## config.mk

```make
export PLATFORM = sky130hd
export DESIGN_NAME = muldiv_alu
export DESIGN_NICKNAME = d
export VERILOG_FILES = /design/src/rtl/alu_pkg.sv /design/src/rtl/muldiv_core.sv /design/src/rtl/muldiv_alu.sv
export SDC_FILE = /design/constraint.sdc
export NUM_CORES = 1
export LEC_CHECK = 0
export BUFFER_PORTS_ARGS = -buffer_cell sky130_fd_sc_hd__clkbuf_2
export CORE_MARGIN = 2
export CORE_UTILIZATION = 45
export DETAILED_ROUTE_END_ITERATION = 8
export HOLD_SLACK_MARGIN = 0.1
export PLACE_DENSITY = 0.68
export SKIP_LAST_GASP = 1
export SYNTH_ARGS = -nofsm -noshare
export SYNTH_HDL_FRONTEND = slang
export SYNTH_SLANG_ARGS = --single-unit
export TNS_END_PERCENT = 5
```

## constraint.sdc

```tcl
create_clock -name clk -period 14.75 [get_ports clk]
set_input_delay 4.425 -clock clk [delete_from_list [all_inputs] [get_ports clk]]
set_output_delay 4.425 -clock clk [all_outputs]
set_load 0.1 [all_outputs]
```

## src/rtl/alu_pkg.sv

```systemverilog
// Shared opcodes, FSM state type and default data width for muldiv_alu.
package alu_pkg;

  localparam int unsigned DEFAULT_WIDTH = 32;
  localparam int unsigned OP_W          = 6;

  typedef logic [OP_W-1:0] opcode_t;

  localparam opcode_t OP_SLL   = 6'b000000;
  localparam opcode_t OP_SRL   = 6'b000010;
  localparam opcode_t OP_SRA   = 6'b000011;
  localparam opcode_t OP_SLLV  = 6'b000100;
  localparam opcode_t OP_SRLV  = 6'b000110;
  localparam opcode_t OP_JR    = 6'b001000;
  localparam opcode_t OP_MFHI  = 6'b010000;
  localparam opcode_t OP_MFLO  = 6'b010010;
  localparam opcode_t OP_MULT  = 6'b011000;
  localparam opcode_t OP_MULTU = 6'b011001;
  localparam opcode_t OP_DIV   = 6'b011010;
  localparam opcode_t OP_DIVU  = 6'b011011;
  localparam opcode_t OP_ADD   = 6'b100000;
  localparam opcode_t OP_ADDU  = 6'b100001;
  localparam opcode_t OP_SUB   = 6'b100010;
  localparam opcode_t OP_SUBU  = 6'b100011;
  localparam opcode_t OP_AND   = 6'b100100;
  localparam opcode_t OP_OR    = 6'b100101;
  localparam opcode_t OP_XOR   = 6'b100110;
  localparam opcode_t OP_SLT   = 6'b101010;
  localparam opcode_t OP_SLTU  = 6'b101011;
  localparam opcode_t OP_BEQ   = 6'b110000;
  localparam opcode_t OP_BNE   = 6'b110001;
  localparam opcode_t OP_BGTZ  = 6'b110010;
  localparam opcode_t OP_BLEZ  = 6'b110011;
  localparam opcode_t OP_BGEZ  = 6'b110100;
  localparam opcode_t OP_BLTZ  = 6'b110101;
  localparam opcode_t OP_LUI   = 6'b111000;

  typedef enum logic [1:0] {IDLE, MUL, DIV, DONE} state_e;

endpackage

```

## src/rtl/muldiv_core.sv

```systemverilog
// Iterative WIDTH-step shift-add multiplier / restoring divider.
// Signed operands are handled as magnitudes with a sign fix-up on the final step.
// Divider datapath present only when MULDIV_ALU_DIV_EN is defined.
module muldiv_core
  import alu_pkg::*;
#(
  parameter int unsigned WIDTH = DEFAULT_WIDTH
) (
  input  logic             clk,
  input  logic             rst,
  input  logic             start,
  input  logic             is_signed,
  input  logic             is_div,
  input  logic [WIDTH-1:0] a,
  input  logic [WIDTH-1:0] b,
  output logic             done,
  output logic [WIDTH-1:0] hi,
  output logic [WIDTH-1:0] lo
);

  localparam int unsigned CW = $clog2(WIDTH);
  localparam logic [CW-1:0] LAST = CW'(WIDTH - 1);

  logic             active_q, active_d;
  logic [CW-1:0]    cnt_q, cnt_d;
  logic [WIDTH-1:0] acc_q, acc_d, quo_q, quo_d, opb_q, opb_d;
  logic             neg_lo_q, neg_lo_d;
  logic [WIDTH-1:0] abs_a, abs_b, step_acc, step_quo;
  logic [WIDTH:0]   mul_sum;
  logic [2*WIDTH-1:0] prod;

  assign abs_a   = (is_signed && a[WIDTH-1]) ? -a : a;
  assign abs_b   = (is_signed && b[WIDTH-1]) ? -b : b;
  assign mul_sum = {1'b0, acc_q} + {1'b0, (quo_q[0] ? opb_q : '0)};
  assign done    = active_q && (cnt_q == LAST);

`ifdef MULDIV_ALU_DIV_EN
  logic             div_q, div_d;
  logic             neg_hi_q, neg_hi_d;
  logic [WIDTH:0]   div_shift;
  logic [WIDTH+1:0] div_diff;
  logic             div_ok;

  assign div_shift = {acc_q, quo_q[WIDTH-1]};
  assign div_diff  = {1'b0, div_shift} - {2'b00, opb_q};
  assign div_ok    = ~div_diff[WIDTH+1];
`else
  logic unused_div;
  assign unused_div = is_div;
`endif

  // One iteration step plus sign fix-up of the would-be final result
  always_comb begin
    step_acc = mul_sum[WIDTH:1];
    step_quo = {mul_sum[0], quo_q[WIDTH-1:1]};
`ifdef MULDIV_ALU_DIV_EN
    if (div_q) begin
      step_acc = div_ok ? div_diff[WIDTH-1:0] : div_shift[WIDTH-1:0];
      step_quo = {quo_q[WIDTH-2:0], div_ok};
    end
`endif
    prod = {step_acc, step_quo};
    if (neg_lo_q) prod = -prod;
    hi = prod[2*WIDTH-1:WIDTH];
    lo = prod[WIDTH-1:0];
`ifdef MULDIV_ALU_DIV_EN
    if (div_q) begin
      lo = neg_lo_q ? -step_quo : step_quo;
      hi = neg_hi_q ? -step_acc : step_acc;
    end
`endif
  end

  // Operand load on start, then one step per cycle for WIDTH cycles
  always_comb begin
    active_d = active_q;
    cnt_d    = cnt_q;
    acc_d    = acc_q;
    quo_d    = quo_q;
    opb_d    = opb_q;
    neg_lo_d = neg_lo_q;
`ifdef MULDIV_ALU_DIV_EN
    div_d    = div_q;
    neg_hi_d = neg_hi_q;
`endif
    if (start) begin
      active_d = 1'b1;
      cnt_d    = '0;
      acc_d    = '0;
      quo_d    = abs_a;
      opb_d    = abs_b;
      neg_lo_d = is_signed && (a[WIDTH-1] ^ b[WIDTH-1]);
`ifdef MULDIV_ALU_DIV_EN
      div_d    = is_div;
      neg_hi_d = is_signed && a[WIDTH-1];
      // Zero divisor: raw dividend yields quotient all-ones, remainder = dividend
      if (is_div && (b == '0)) begin
        quo_d    = a;
        neg_lo_d = 1'b0;
        neg_hi_d = 1'b0;
      end
`endif
    end else if (active_q) begin
      acc_d = step_acc;
      quo_d = step_quo;
      cnt_d = cnt_q + CW'(1);
      if (done) active_d = 1'b0;
    end
  end

  // State registers with synchronous reset
  always_ff @(posedge clk) begin
    if (rst) begin
      active_q <= 1'b0;
      cnt_q    <= '0;
      acc_q    <= '0;
      quo_q    <= '0;
      opb_q    <= '0;
      neg_lo_q <= 1'b0;
`ifdef MULDIV_ALU_DIV_EN
      div_q    <= 1'b0;
      neg_hi_q <= 1'b0;
`endif
    end else begin
      active_q <= active_d;
      cnt_q    <= cnt_d;
      acc_q    <= acc_d;
      quo_q    <= quo_d;
      opb_q    <= opb_d;
      neg_lo_q <= neg_lo_d;
`ifdef MULDIV_ALU_DIV_EN
      div_q    <= div_d;
      neg_hi_q <= neg_hi_d;
`endif
    end
  end

endmodule

```

## src/rtl/muldiv_alu.sv

```systemverilog
// MIPS-style ALU: single-cycle ops plus iterative MULT/MULTU (and DIV/DIVU
// when MULDIV_ALU_DIV_EN is defined; otherwise DIV/DIVU act as undefined ops).
module muldiv_alu
  import alu_pkg::*;
#(
  parameter int unsigned WIDTH = DEFAULT_WIDTH,
  parameter int unsigned OPW   = 6
) (
  input  logic             clk,
  input  logic             rst,
  input  logic             in_valid,
  output logic             in_ready,
  input  logic [OPW-1:0]   op,
  input  logic [WIDTH-1:0] in1,
  input  logic [WIDTH-1:0] in2,
  output logic             out_valid,
  output logic [WIDTH-1:0] out,
  output logic             zero,
  output logic             busy
);

  localparam int unsigned SHW = $clog2(WIDTH);

  state_e           state_q, state_d;
  logic [WIDTH-1:0] out_q, out_d, hi_q, hi_d, lo_q, lo_d;
  logic             zero_q, zero_d, out_valid_q, out_valid_d;
  logic             in_ready_q, in_ready_d, busy_q, busy_d;

  logic [SHW-1:0]   shamt;
  logic [WIDTH-1:0] res;
  logic             res_zero, go_mul, go_div, md_signed, core_start;
  logic             core_done;
  logic [WIDTH-1:0] core_hi, core_lo;

  assign shamt      = in2[SHW-1:0];
  assign core_start = (state_q == IDLE) && in_valid && (go_mul || go_div);

  assign in_ready  = in_ready_q;
  assign out_valid = out_valid_q;
  assign out       = out_q;
  assign zero      = zero_q;
  assign busy      = busy_q;

  muldiv_core #(.WIDTH(WIDTH)) u_core (
    .clk       (clk),
    .rst       (rst),
    .start     (core_start),
    .is_signed (md_signed),
    .is_div    (go_div),
    .a         (in1),
    .b         (in2),
    .done      (core_done),
    .hi        (core_hi),
    .lo        (core_lo)
  );

  // Opcode decode and single-cycle result
  always_comb begin
    res       = '0;
    res_zero  = 1'b0;
    go_mul    = 1'b0;
    go_div    = 1'b0;
    md_signed = 1'b0;
    case (op)
      OPW'(OP_ADD), OPW'(OP_ADDU): res = in1 + in2;
      OPW'(OP_SUB), OPW'(OP_SUBU): res = in1 - in2;
      OPW'(OP_AND):                res = in1 & in2;
      OPW'(OP_OR):                 res = in1 | in2;
      OPW'(OP_XOR):                res = in1 ^ in2;
      OPW'(OP_SLL), OPW'(OP_SLLV): res = in1 << shamt;
      OPW'(OP_SRL), OPW'(OP_SRLV): res = in1 >> shamt;
      OPW'(OP_SRA):                res = $unsigned($signed(in1) >>> shamt);
      OPW'(OP_SLT):                res = WIDTH'($signed(in1) < $signed(in2));
      OPW'(OP_SLTU):               res = WIDTH'(in1 < in2);
      OPW'(OP_JR):                 res = in1;
      OPW'(OP_LUI):                res = in2;
      OPW'(OP_MFHI):               res = hi_q;
      OPW'(OP_MFLO):               res = lo_q;
      OPW'(OP_BEQ):                res_zero = (in1 == in2);
      OPW'(OP_BNE):                res_zero = (in1 != in2);
      OPW'(OP_BGTZ):               res_zero = ~in1[WIDTH-1] && (in1 != '0);
      OPW'(OP_BLEZ):               res_zero = in1[WIDTH-1] || (in1 == '0);
      OPW'(OP_BGEZ):               res_zero = ~in1[WIDTH-1];
      OPW'(OP_BLTZ):               res_zero = in1[WIDTH-1];
      OPW'(OP_MULT):  begin go_mul = 1'b1; md_signed = 1'b1; end
      OPW'(OP_MULTU):       go_mul = 1'b1;
`ifdef MULDIV_ALU_DIV_EN
      OPW'(OP_DIV):   begin go_div = 1'b1; md_signed = 1'b1; end
      OPW'(OP_DIVU):        go_div = 1'b1;
`endif
      default: ;
    endcase
  end

  // Next-state and registered-output logic
  always_comb begin
    state_d     = state_q;
    out_d       = out_q;
    zero_d      = zero_q;
    out_valid_d = 1'b0;
    hi_d        = hi_q;
    lo_d        = lo_q;
    case (state_q)
      IDLE: begin
        if (in_valid) begin
          if (go_mul) begin
            state_d = MUL;
          end else if (go_div) begin
            state_d = DIV;
          end else begin
            out_d       = res;
            zero_d      = res_zero;
            out_valid_d = 1'b1;
          end
        end
      end
      MUL, DIV: begin
        if (core_done) begin
          state_d     = DONE;
          hi_d        = core_hi;
          lo_d        = core_lo;
          out_d       = core_lo;
          zero_d      = 1'b0;
          out_valid_d = 1'b1;
        end
      end
      DONE:    state_d = IDLE;
      default: state_d = IDLE;
    endcase
    in_ready_d = (state_d == IDLE);
    busy_d     = (state_d == MUL) || (state_d == DIV);
  end

  // State and output registers with synchronous reset
  always_ff @(posedge clk) begin
    if (rst) begin
      state_q     <= IDLE;
      out_q       <= '0;
      zero_q      <= 1'b0;
      out_valid_q <= 1'b0;
      hi_q        <= '0;
      lo_q        <= '0;
      in_ready_q  <= 1'b1;
      busy_q      <= 1'b0;
    end else begin
      state_q     <= state_d;
      out_q       <= out_d;
      zero_q      <= zero_d;
      out_valid_q <= out_valid_d;
      hi_q        <= hi_d;
      lo_q        <= lo_d;
      in_ready_q  <= in_ready_d;
      busy_q      <= busy_d;
    end
  end

endmodule

```

# After elaboration in Yosys (flattened, before gate mapping)
# Index checks and enable logic that the tools add are counted.
# totals
reg_bits	205
input_bits	73
out_inout_bits	36
elab_cells	121
# classes
n_addsub	7
order_cmp	2
eq_ne	36
shift	3
muxes	29
bitwise_logic	5
n_reduce_logical	25
# op_table
cell	n
32-bit one-hot mux with 14 select lines	1
32-bit 2-to-1 mux	8
6-bit equality test, second input constant	16
32-bit < comparator	2
64-bit 2-to-1 mux	1
32-bit negator	2
64-bit negator	1
32-bit one-hot mux with 2 select lines	1
32-bit by 32-bit adder with 33-bit output	1
32-bit adder	1
32-bit AND	1
32-bit equality test	1
32-bit zero test	1
32-bit inequality test	1
32-bit OR	1
32-bit nonzero test	1
32-bit by 5-bit left shift with 32-bit output	1
32-bit by 5-bit right shift with 32-bit output	1
32-bit by 5-bit >>> shifter with 32-bit output	1
32-bit subtractor	1
32-bit bitwise XOR	1
6-bit by 5-bit equality test with 1-bit output, second input constant	4
2-bit OR reduction	7
6-bit by 2-bit equality test with 1-bit output, second input constant	2
21 further kinds	49

# Logic depth before layout (Yosys ltp)
# Gate-level depths: netlist of the first run.
# depth
ltp_word	8
depth_mapped	18
mapped_depth_nobuf	15

# Hierarchy
# A second synthesis of the first run with hierarchy kept.
# hier_totals
cells_unflattened	3030
hier_area_um2	22514.1
# modules_own_cells
module	n_inst	cells_per_inst	area_each_um2	seq_area_each_um2
muldiv_alu	1	1879	13593.0	2042.0
muldiv_core	1	1151	8921.1	2062.0

# Worst setup path before layout of the first run
# No wires, ideal clock.
# synth_path
path_type	in2reg
from	in in2[2]
to	reg out_q[28], in the netlist out[28]
setup_ps	86
arrival_ps	8760
required_time_ps	14664
path_slack_ps	5905
stages	18
n_path_buf	5
cell_sequence	clkbuf_1 -> inv_1 -> clkbuf_1 -> buf_1 -> buf_1 -> ha_1 -> clkbuf_1 -> o21bai_1 -> a2111oi_0 -> o41ai_1 -> nand3_1 -> a21boi_0 -> o21ai_0 -> a2111oi_0 -> o21ai_0 -> a21oi_1 -> o21ai_0 -> a211oi_1
# synth_via
elab_chain_len	5
word_cells_on_any_way	9
classes_between	add/sub (2); shift (3); mux (4)
# synth_lines
item	line	source
from (decl)	muldiv_alu.sv:15	input logic [WIDTH-1:0] in2,
32-bit subtractor (tied with other cells)	muldiv_alu.sv:66	OPW'(OP_SUB), OPW'(OP_SUBU): res = in1 - in2;
32-bit one-hot mux with 14 select lines *	muldiv_alu.sv:64	case (op)
32-bit 2-to-1 mux *	muldiv_alu.sv:106	if (go_mul) begin
32-bit 2-to-1 mux *	muldiv_alu.sv:105	if (in_valid) begin
32-bit one-hot mux with 2 select lines *	muldiv_alu.sv:103	case (state_q)
to (signal assigned)	muldiv_alu.sv:147	out_q <= out_d;
to (decl)	muldiv_alu.sv:25	logic [WIDTH-1:0] out_q, out_d, hi_q, hi_d, lo_q, lo_d;
# Mark *: on every way between the ends. The rest lies on a longest branch, timed or not. The select of a mux whose other input is x is not followed.
# A chain may end at the register's enable or synchronous reset.

# Final worst setup path of the first run
# layout_path
from	in in2[4]
to	reg out_q[28], in the netlist out[28]
# Same word-level chain as after synthesis.

==> results of run 1 <==
[layout make-up]
type	instances	area (um^2)
fillers	4686	23500
multi-input cells	2366	16100
repair buffers	153	883
clock buffers	34	742
clock inverters	15	216
diodes	9	22.5
well taps	607	759
flip-flops and latches	205	4110
inverters	122	458
[cell usage after synthesis (all sizes together) (29+ instances only)]
cell    number
a211oi     123
a21o        29
a21oi      203
a221oi      38
a22oi       50
a31oi       32
and2        62
clkbuf     208
dfxtp      205
ha         138
inv        120
mux2i      114
mux4        34
nand2      192
nand3       58
nand4       32
nor2       398
nor3        57
o21ai      214
o31ai       32
or3         33
xnor2      127
xor2        41
[state kept, by name, summed over array words and instances, names as in the netlist, 2 cells and up]
signal        cells
state_q           2
u_core.cnt_q      5
hi_q             32
u_core.acc_q     32
u_core.quo_q     32
lo_q             32
u_core.opb_q     32
out              32
[logic make-up after synthesis]
family | count (synthesis) | synth area share
XOR/XNOR | 168 | 0.0686
AO/OA/AOI/OAI | 934 | 0.289
adder cells (fa/ha/maj) | 141 | 0.0833
multiplexers | 158 | 0.0942
flip-flops | 205 | 0.191
AND/OR/NAND/NOR | 965 | 0.211
buffers and inverters | 358 | 0.0630
[worst min-delay path, stage by stage, from the launching register on]
cell and delay, ps:
sky130_fd_sc_hd__dfxtp_1 310, sky130_fd_sc_hd__nand2_1 50, sky130_fd_sc_hd__a21oi_1 50
[layer usage]
layer / vias up / GRT usage / part of all wire / wire [um]
li1: 10623 / - / - / -
met1: 11686 / 0.551 / 0.39 / 42800
met2: 1520 / 0.660 / 0.43 / 47600
met3: 318 / 0.0976 / 0.11 / 12100
met4: 4 / 0.272 / 0.076 / 8460
met5: - / 0 / 0.00026 / 29
[worst max path at each step]
stage / to / slack (ps)
6_report: out[28]$_SDFFE_PP0P_ / 5490
5_1_grt: out[28]$_SDFFE_PP0P_ / 5160
4_1_cts: out[28]$_SDFFE_PP0P_ / 5560
3_5_place_dp: out[28]$_SDFFE_PP0P_ / 4960
3_3_place_gp: out[28]$_SDFFE_PP0P_ / 5020
2_1_floorplan: out[28]$_SDFFE_PP0P_ / 5900
[power by group through the flow]
stage / Combinational, mW / Sequential (mW) / Clock (mW)
3_3_place_gp: 0.515 / 0.584 / 0
2_1_floorplan: 0.289 / 0.623 / 0
3_5_place_dp: 0.514 / 0.584 / 0
6_report: 0.537 / 0.573 / 0.730
4_1_cts: 0.517 / 0.572 / 0.730
5_1_grt: 0.556 / 0.573 / 0.758
[per-stage QoR]
stage,cells,area [um^2],util,hold slack [ps],worst slack (ps)
after floorplan,2929,21400,-,432,5900
after global placement,3453,22300,0.476,442,5020
after detailed placement,3453,22300,0.476,445,4960
after CTS,3502,23200,0.497,460,5560
after global routing,3509,23200,0.497,481,5160
final,3511,23300,0.497,462,5490
==> results by group, run 1 <==
Run status
  • Outcome: finished, final reports clean

Worst setup path
  • Largest driver fanout on the critical path: 58
  • Reg2reg start: u_core.quo_q[0]$_SDFFE_PP0P_
  • Critical Path, Cell by Cell: clkbuf_2 > buf_4 > inv_1 > ha_1 > nor2_1 > a2111oi_0 > o41ai_1 > nand3_1 > a21boi_0 > o21ai_0 > a2111oi_0 > o21ai_0 > a21oi_1 > o21ai_0 > a211oi_1
  • Source of the critical timing path: in2[4]
  • Critical path depth in cells: 15
  • Crit end category: flop
  • Stage delay of the slowest cell on the critical path: 800 ps
  • Kind of start point of the critical path: primary input
  • Worst setup path category: primary input to flop
  • Master of the slowest instance on the critical path: sky130_fd_sc_hd__a2111oi_0
  • Register-to-register setup slack: about 9100 ps
  • Number of cells traversed by the worst register-to-register path: 16
  • Dominant cell type by count on the critical path: sky130_fd_sc_hd__o21ai_0
  • Number of buffers and inverters on the critical path: 3
  • Family with the most delay on the worst path: compound AO/OA/AOI/OAI gates
  • Crit Reg-Reg Endpoint: hi_q[22]$_SDFFE_PP0P_
  • Endpoint arrival time on the critical path: ~9800 ps
  • Required time of the worst setup path: around 15000 ps

Pwr
  • Sequential share of power: 0.311
  • Fraction of power consumed by the clock network: 0.397
  • Net switching fraction of the power: 0.378
  • Power per cell area: approximately 79 nW/um^2
  • Net Switching: around 0.70 mW
  • Leakage power figure: between 8 and 9 nW
  • Total power of the final layout: around 1.8 mW
  • Internal portion of total power: between 1 and 1.5 mW
  • Logic pwr share: 0.292
  • Maximum resistive drop on vdd: roughly 0.076 mV

Route
  • Routed length per instance: between 30 and 40 um
  • Vias per std cell: 6.88
  • Vias after detailed routing: 24151
  • DRC: 0
  • Post-route ant nets: 0
  • Starting DRC count in detailed routing: approximately 3300
  • Sum of routed wire length over all layers: 111 mm
  • Pre-Repair DR Iteration Count: 8

Synthesis
  • Warning count from the yosys run: 0
  • Count of flip-flops with a built-in enable after synthesis: 0
  • Cell area after synthesis: about 21000 um^2
  • Post-synth top area share: 0.191
  • Synth Net Count: 3143
  • Mapped Cells: 2929
  • Predominant post-synthesis flop cell: sky130_fd_sc_hd__dfxtp_1
  • Post-synthesis register bit count: just over 200
  • Cell type with the highest aggregate area in the netlist: sky130_fd_sc_hd__dfxtp_1
  • Post-synthesis average cell area: about 7.3 um^2
  • Number of different library cells in the post-synthesis netlist: 79
  • Proportion of register bits with asynchronous set or reset after synthesis: 0
  • Sequential element share of the synthesized area: 0.191
  • Most area-consuming cells after synthesis: sky130_fd_sc_hd__dfxtp_1 19%, sky130_fd_sc_hd__ha_1 8.1%, sky130_fd_sc_hd__nor2_1 7.0%, sky130_fd_sc_hd__mux2i_1 5.3%, sky130_fd_sc_hd__xnor2_1 5.2%

Place
  • Number of buffers added on ports: ~110
  • Routability Congestion: between 1 and 1.5
  • HPWL after detailed placement: around 86 mm

GRT
  • Maximum number of pins on one net before global-route repair: 72
  • Antenna violations before repair: 10
  • Total Routing Usage GR: 0.432
  • Global-route wire length before repair: between 150 and 200 mm
  • Via count of the first global-routing pass: around 22000
  • Aggregate global routing overflow: 0

Floorplan
  • Total die area: 49400 um^2
  • Placeable core area: around 47000 um^2
  • Number of ports placed on the die boundary: about 110
  • Y dimension of the die: between 200 and 250 um
  • Placement row count: 79
  • Starting density of the core: 0.459
  • Chip Width: about 220 um

Layout
  • Most common cell after layout, fill and taps aside: sky130_fd_sc_hd__nor2_1
  • Area overhead of the layout relative to synthesis: 8.44%
  • Layout cell share with drive strength beyond 1: 0.0991
  • Top library cells by usage in the layout, fill and taps aside: 395 x sky130_fd_sc_hd__nor2_1, 214 x sky130_fd_sc_hd__o21ai_0, 203 x sky130_fd_sc_hd__a21oi_1, 203 x sky130_fd_sc_hd__dfxtp_1, 192 x sky130_fd_sc_hd__nand2_1
  • Nets: just over 3000

Timing
  • Number of endpoints failing setup at the final stage: 0
  • Final Max Slew Viols: 0
  • Setup Skew: 36.9 ps
  • Slew margin rel.: 0.223
  • Worst Tran Pin Value: 1150 ps
  • Final hold violation count: 0
  • Final worst-path cycle share: 0.628
  • F_max: between 100 and 150 MHz
  • Unrepaired setup endpoints after global routing: no
  • Min Clock Period, post-route: 9260 ps
  • Final sum of negative setup slack: 0 ps

Job
  • Max-cap check violation count: 0

Clock network
  • Clk pin slew, worst setup/hold paths: ~60 ps
  • Library cell used as clock root buffer: sky130_fd_sc_hd__clkbuf_16
  • Cts-stage hold buffer count: 0
  • Number of buffers inserted by post-CTS setup repair: 0
  • H-tree level count: 1
  • Number of clock sinks seen by CTS: approximately 200
  • Clock Tree Buf Depth: 3
  • Clock insertion delay at the later pin of the skew report: 600 ps
  • TritonCTS clock tree: done
  • Cells resized by post-CTS repair: 0
  • CTS Buf Count: 27

Min path
  • Min-Delay Path Class: flop to flop
  • Hold_sp: hi_q[0]$_SDFFE_PP0P_
  • Worst hold path cell count: 2
  • Worst-case hold path end point: hi_q[0]$_SDFFE_PP0P_
Note: power is estimated with default switching activity, not from simulation.
==> run 2, diff against run 1 <==
--- a/config.mk
+++ b/config.mk
@@ -10,7 +10,7 @@
 export CORE_UTILIZATION = 45
 export DETAILED_ROUTE_END_ITERATION = 8
 export HOLD_SLACK_MARGIN = 0.1
-export PLACE_DENSITY = 0.68
+export PLACE_DENSITY = 0.7
 export SKIP_LAST_GASP = 1
 export SYNTH_ARGS = -nofsm -noshare
 export SYNTH_HDL_FRONTEND = slang
==> constraint.sdc (replaced) <==
create_clock -name clk -period 7.75 [get_ports clk]
set_input_delay 2.325 -clock clk [delete_from_list [all_inputs] [get_ports clk]]
set_output_delay 2.325 -clock clk [all_outputs]
set_load 0.1 [all_outputs]
==> results by group, run 2 (same netlist as run 1, synthesis figures left out) <==
Pwr
  • Leakage power figure: 9.02 nW (was 8.94 nW)
  • Maximum resistive drop on vdd: 0.126 mV (was 0.0755 mV)
  • Total power of the final layout: 3.40 mW (was 1.84 mW)
  • Power per cell area: 146 nW/um^2 (was 79.1 nW/um^2)

Layout
  • End-of-flow core utilization: 0.499 (was 0.497)
  • Fill count: 4720 (was 4686)
  • Top library cells by usage in the layout, fill and taps aside: 395 x sky130_fd_sc_hd__nor2_1, 214 x sky130_fd_sc_hd__o21ai_0, 203 x sky130_fd_sc_hd__a21oi_1, 203 x sky130_fd_sc_hd__dfxtp_1, 191 x sky130_fd_sc_hd__nand2_1 (was 395 x sky130_fd_sc_hd__nor2_1, 214 x sky130_fd_sc_hd__o21ai_0, 203 x sky130_fd_sc_hd__a21oi_1, 203 x sky130_fd_sc_hd__dfxtp_1, 192 x sky130_fd_sc_hd__nand2_1)
  • Nets: 3112 (was 3089)
  • Number of non-filler instances in the completed layout: 3532 (was 3511)
  • Post-route cell area: 23300 um^2 (about the same)
  • Area overhead of the layout relative to synthesis: 8.82% (was 8.44%)
  • Layout cell share with drive strength beyond 1: 0.106 (was 0.0991)
  • Most common cell after layout, fill and taps aside: sky130_fd_sc_hd__nor2_1 (unchanged)

Min path
  • Min-Delay Path Class: flop to flop (unchanged)
  • Worst-case hold path end point: u_core.opb_q[31]$_SDFFE_PP0P_ (was hi_q[0]$_SDFFE_PP0P_)
  • Hold_sp: u_core.opb_q[31]$_SDFFE_PP0P_ (was hi_q[0]$_SDFFE_PP0P_)
  • Worst hold path cell count: 2 (unchanged)

Timing
  • Number of endpoints failing setup at the final stage: 0 (unchanged)
  • Final sum of negative setup slack: 0 ps (unchanged)
  • Final setup margin: 1100 ps (was 5490 ps)
  • Setup Skew: 32.8 ps (was 36.9 ps)
  • Hold slack: 457 ps (was 462 ps)
  • Slew margin rel.: 0.0396 (was 0.223)
  • Final worst-path cycle share: 0.858
  • Final Max Slew Viols: 0 (unchanged)
  • Worst Tran Pin Value: 1400 ps (was 1150 ps)
  • Unrepaired setup endpoints after global routing: no (unchanged)
  • Final hold violation count: 0 (unchanged)
  • Min Clock Period, post-route: ~6700 ps
  • F_max: approximately 150 MHz

Clock network
  • Clk pin slew, worst setup/hold paths: 70 ps (was 60 ps)
  • Number of clock sinks seen by CTS: 205 (unchanged)
  • TritonCTS clock tree: done (unchanged)
  • Number of buffers inserted by post-CTS setup repair: 0 (unchanged)
  • Library cell used as clock root buffer: sky130_fd_sc_hd__clkbuf_16 (unchanged)
  • Clock insertion delay at the later pin of the skew report: 570 ps (was 600 ps)
  • H-tree level count: 1 (unchanged)
  • Cts-stage hold buffer count: 0 (unchanged)
  • CTS Buf Count: 25 (was 27)
  • Clock Tree Buf Depth: 3 (unchanged)
  • Cells resized by post-CTS repair: 0 (unchanged)

Route
  • Routed length per instance: 32.6 um (was 31.6 um)
  • Sum of routed wire length over all layers: 115 mm (was 111 mm)
  • Vias per std cell: 7.01 (was 6.88)
  • Post-route ant nets: 0 (unchanged)
  • Pre-Repair DR Iteration Count: 7 (was 8)
  • Starting DRC count in detailed routing: 3472 (was 3281)
  • Vias after detailed routing: 24768 (was 24151)
  • DRC: 0 (unchanged)

Worst setup path
  • Reg2reg start: u_core.quo_q[0]$_SDFFE_PP0P_ (unchanged)
  • Stage delay of the slowest cell on the critical path: 810 ps (was 800 ps)
  • Worst setup path category: primary input to flop (unchanged)
  • Required time of the worst setup path: 8200 ps (was 15270 ps)
  • Endpoint arrival time on the critical path: 7100 ps (was 9770 ps)
  • Kind of start point of the critical path: primary input (unchanged)
  • Critical Path, Cell by Cell: clkbuf_2 > inv_1 > ha_1 > fa_1 > o21bai_1 > a2111oi_0 > o41ai_1 > nand3_1 > a21boi_0 > o21ai_0 > a2111oi_0 > o21ai_0 > and3_1 > o21ai_0 > a211oi_1 (was clkbuf_2 > buf_4 > inv_1 > ha_1 > nor2_1 > a2111oi_0 > o41ai_1 > nand3_1 > a21boi_0 > o21ai_0 > a2111oi_0 > o21ai_0 > a21oi_1 > o21ai_0 > a211oi_1)
  • Number of cells traversed by the worst register-to-register path: 14 (was 16)
  • Crit end category: flop (unchanged)
  • Crit Reg-Reg Endpoint: hi_q[28]$_SDFFE_PP0P_ (was hi_q[22]$_SDFFE_PP0P_)
  • Dominant cell type by count on the critical path: sky130_fd_sc_hd__o21ai_0 (unchanged)
  • Register-to-register setup slack: 2120 ps (was 9080 ps)
  • Largest driver fanout on the critical path: 9 (was 58)
  • Master of the slowest instance on the critical path: sky130_fd_sc_hd__o41ai_1 (was sky130_fd_sc_hd__a2111oi_0)

Place
  • Cell area reported after detailed placement: 22500 um^2 (was 22300 um^2)
  • Number of buffers added on ports: 108 (unchanged)
  • Routability Congestion: 1.11 (was 1.09)
  • HPWL after detailed placement: 89.9 mm (was 85.6 mm)
  • Post-Place Worst Slack: 706 ps (was 4960 ps)
  • Post-Place Cells: 3478 (was 3453)

Floorplan
  • Starting density of the core: 0.459 (unchanged)
  • Chip Width: 222 um (unchanged)
  • Number of ports placed on the die boundary: 109 (unchanged)
  • Total die area: 49400 um^2 (unchanged)
  • Placement row count: 79 (unchanged)
  • Placeable core area: 46800 um^2 (unchanged)
  • Y dimension of the die: 222 um (unchanged)

Job
  • Max-cap check violation count: 0 (unchanged)

GRT
  • Via count of the first global-routing pass: 22940 (was 22339)
  • Total Routing Usage GR: 0.448 (was 0.432)
  • Maximum number of pins on one net before global-route repair: 74 (was 72)
  • Antenna violations before repair: 8 (was 10)
  • Aggregate global routing overflow: 0 (unchanged)
  • Global-route wire length before repair: 163 mm (was 158 mm)

Run status
  • Outcome: finished, final reports clean (unchanged)
run 2: report_power, final:
part	internal [mW]	switching [mW]	total [mW]	leakage (nW)
logic	0.294	0.754	1.05	6.94
registers	1.07	0.0234	1.09	1.66
clock network	0.726	0.534	1.26	0.419
total	2.09	1.31	3.40	9.02
run 2: final cells by class:
type	count	area, um^2	share of cell area
sequential	205	4110	0.176
multi-input combinational	2366	16100	0.689
clock inverter	14	169	0.00724
tap	607	759	0.0325
timing repair buffer	178	1070	0.0459
antenna	9	22.5	0.000965
clock buffer	31	678	0.0291
inverter	122	458	0.0196
run 2: worst max path at each step:
stage	end	depth (start not counted)	slack, ps	start
2_1_floorplan	out[28]$_SDFFE_PP0P_	18	1000	in2[2]
3_3_place_gp	out[28]$_SDFFE_PP0P_	15	670	in1[0]
3_5_place_dp	out[28]$_SDFFE_PP0P_	15	710	in1[0]
4_1_cts	out[28]$_SDFFE_PP0P_	15	1270	in1[0]
5_1_grt	out[28]$_SDFFE_PP0P_	15	940	in1[0]
6_report	out[28]$_SDFFE_PP0P_	15	1100	in1[0]
run 2: worst max-delay path, delay by kind of cell:
family	cells	cell delay, ps
AOI/OAI and AO/OA	9	3340
adders and majority gates	2	650
buffers and inverters	2	320
and+or+nand+nor	2	450
run 2: layer usage:
| metal | GRT usage | up-vias | wire length [um] |
|---|---|---|---|
| li1 | - | 10693 | - |
| met2 | 0.701 | 1773 | 50400 |
| met5 | 0 | - | 13 |
| met4 | 0.333 | 2 | 10400 |
| met1 | 0.551 | 11860 | 42700 |
| met3 | 0.0801 | 440 | 11800 |
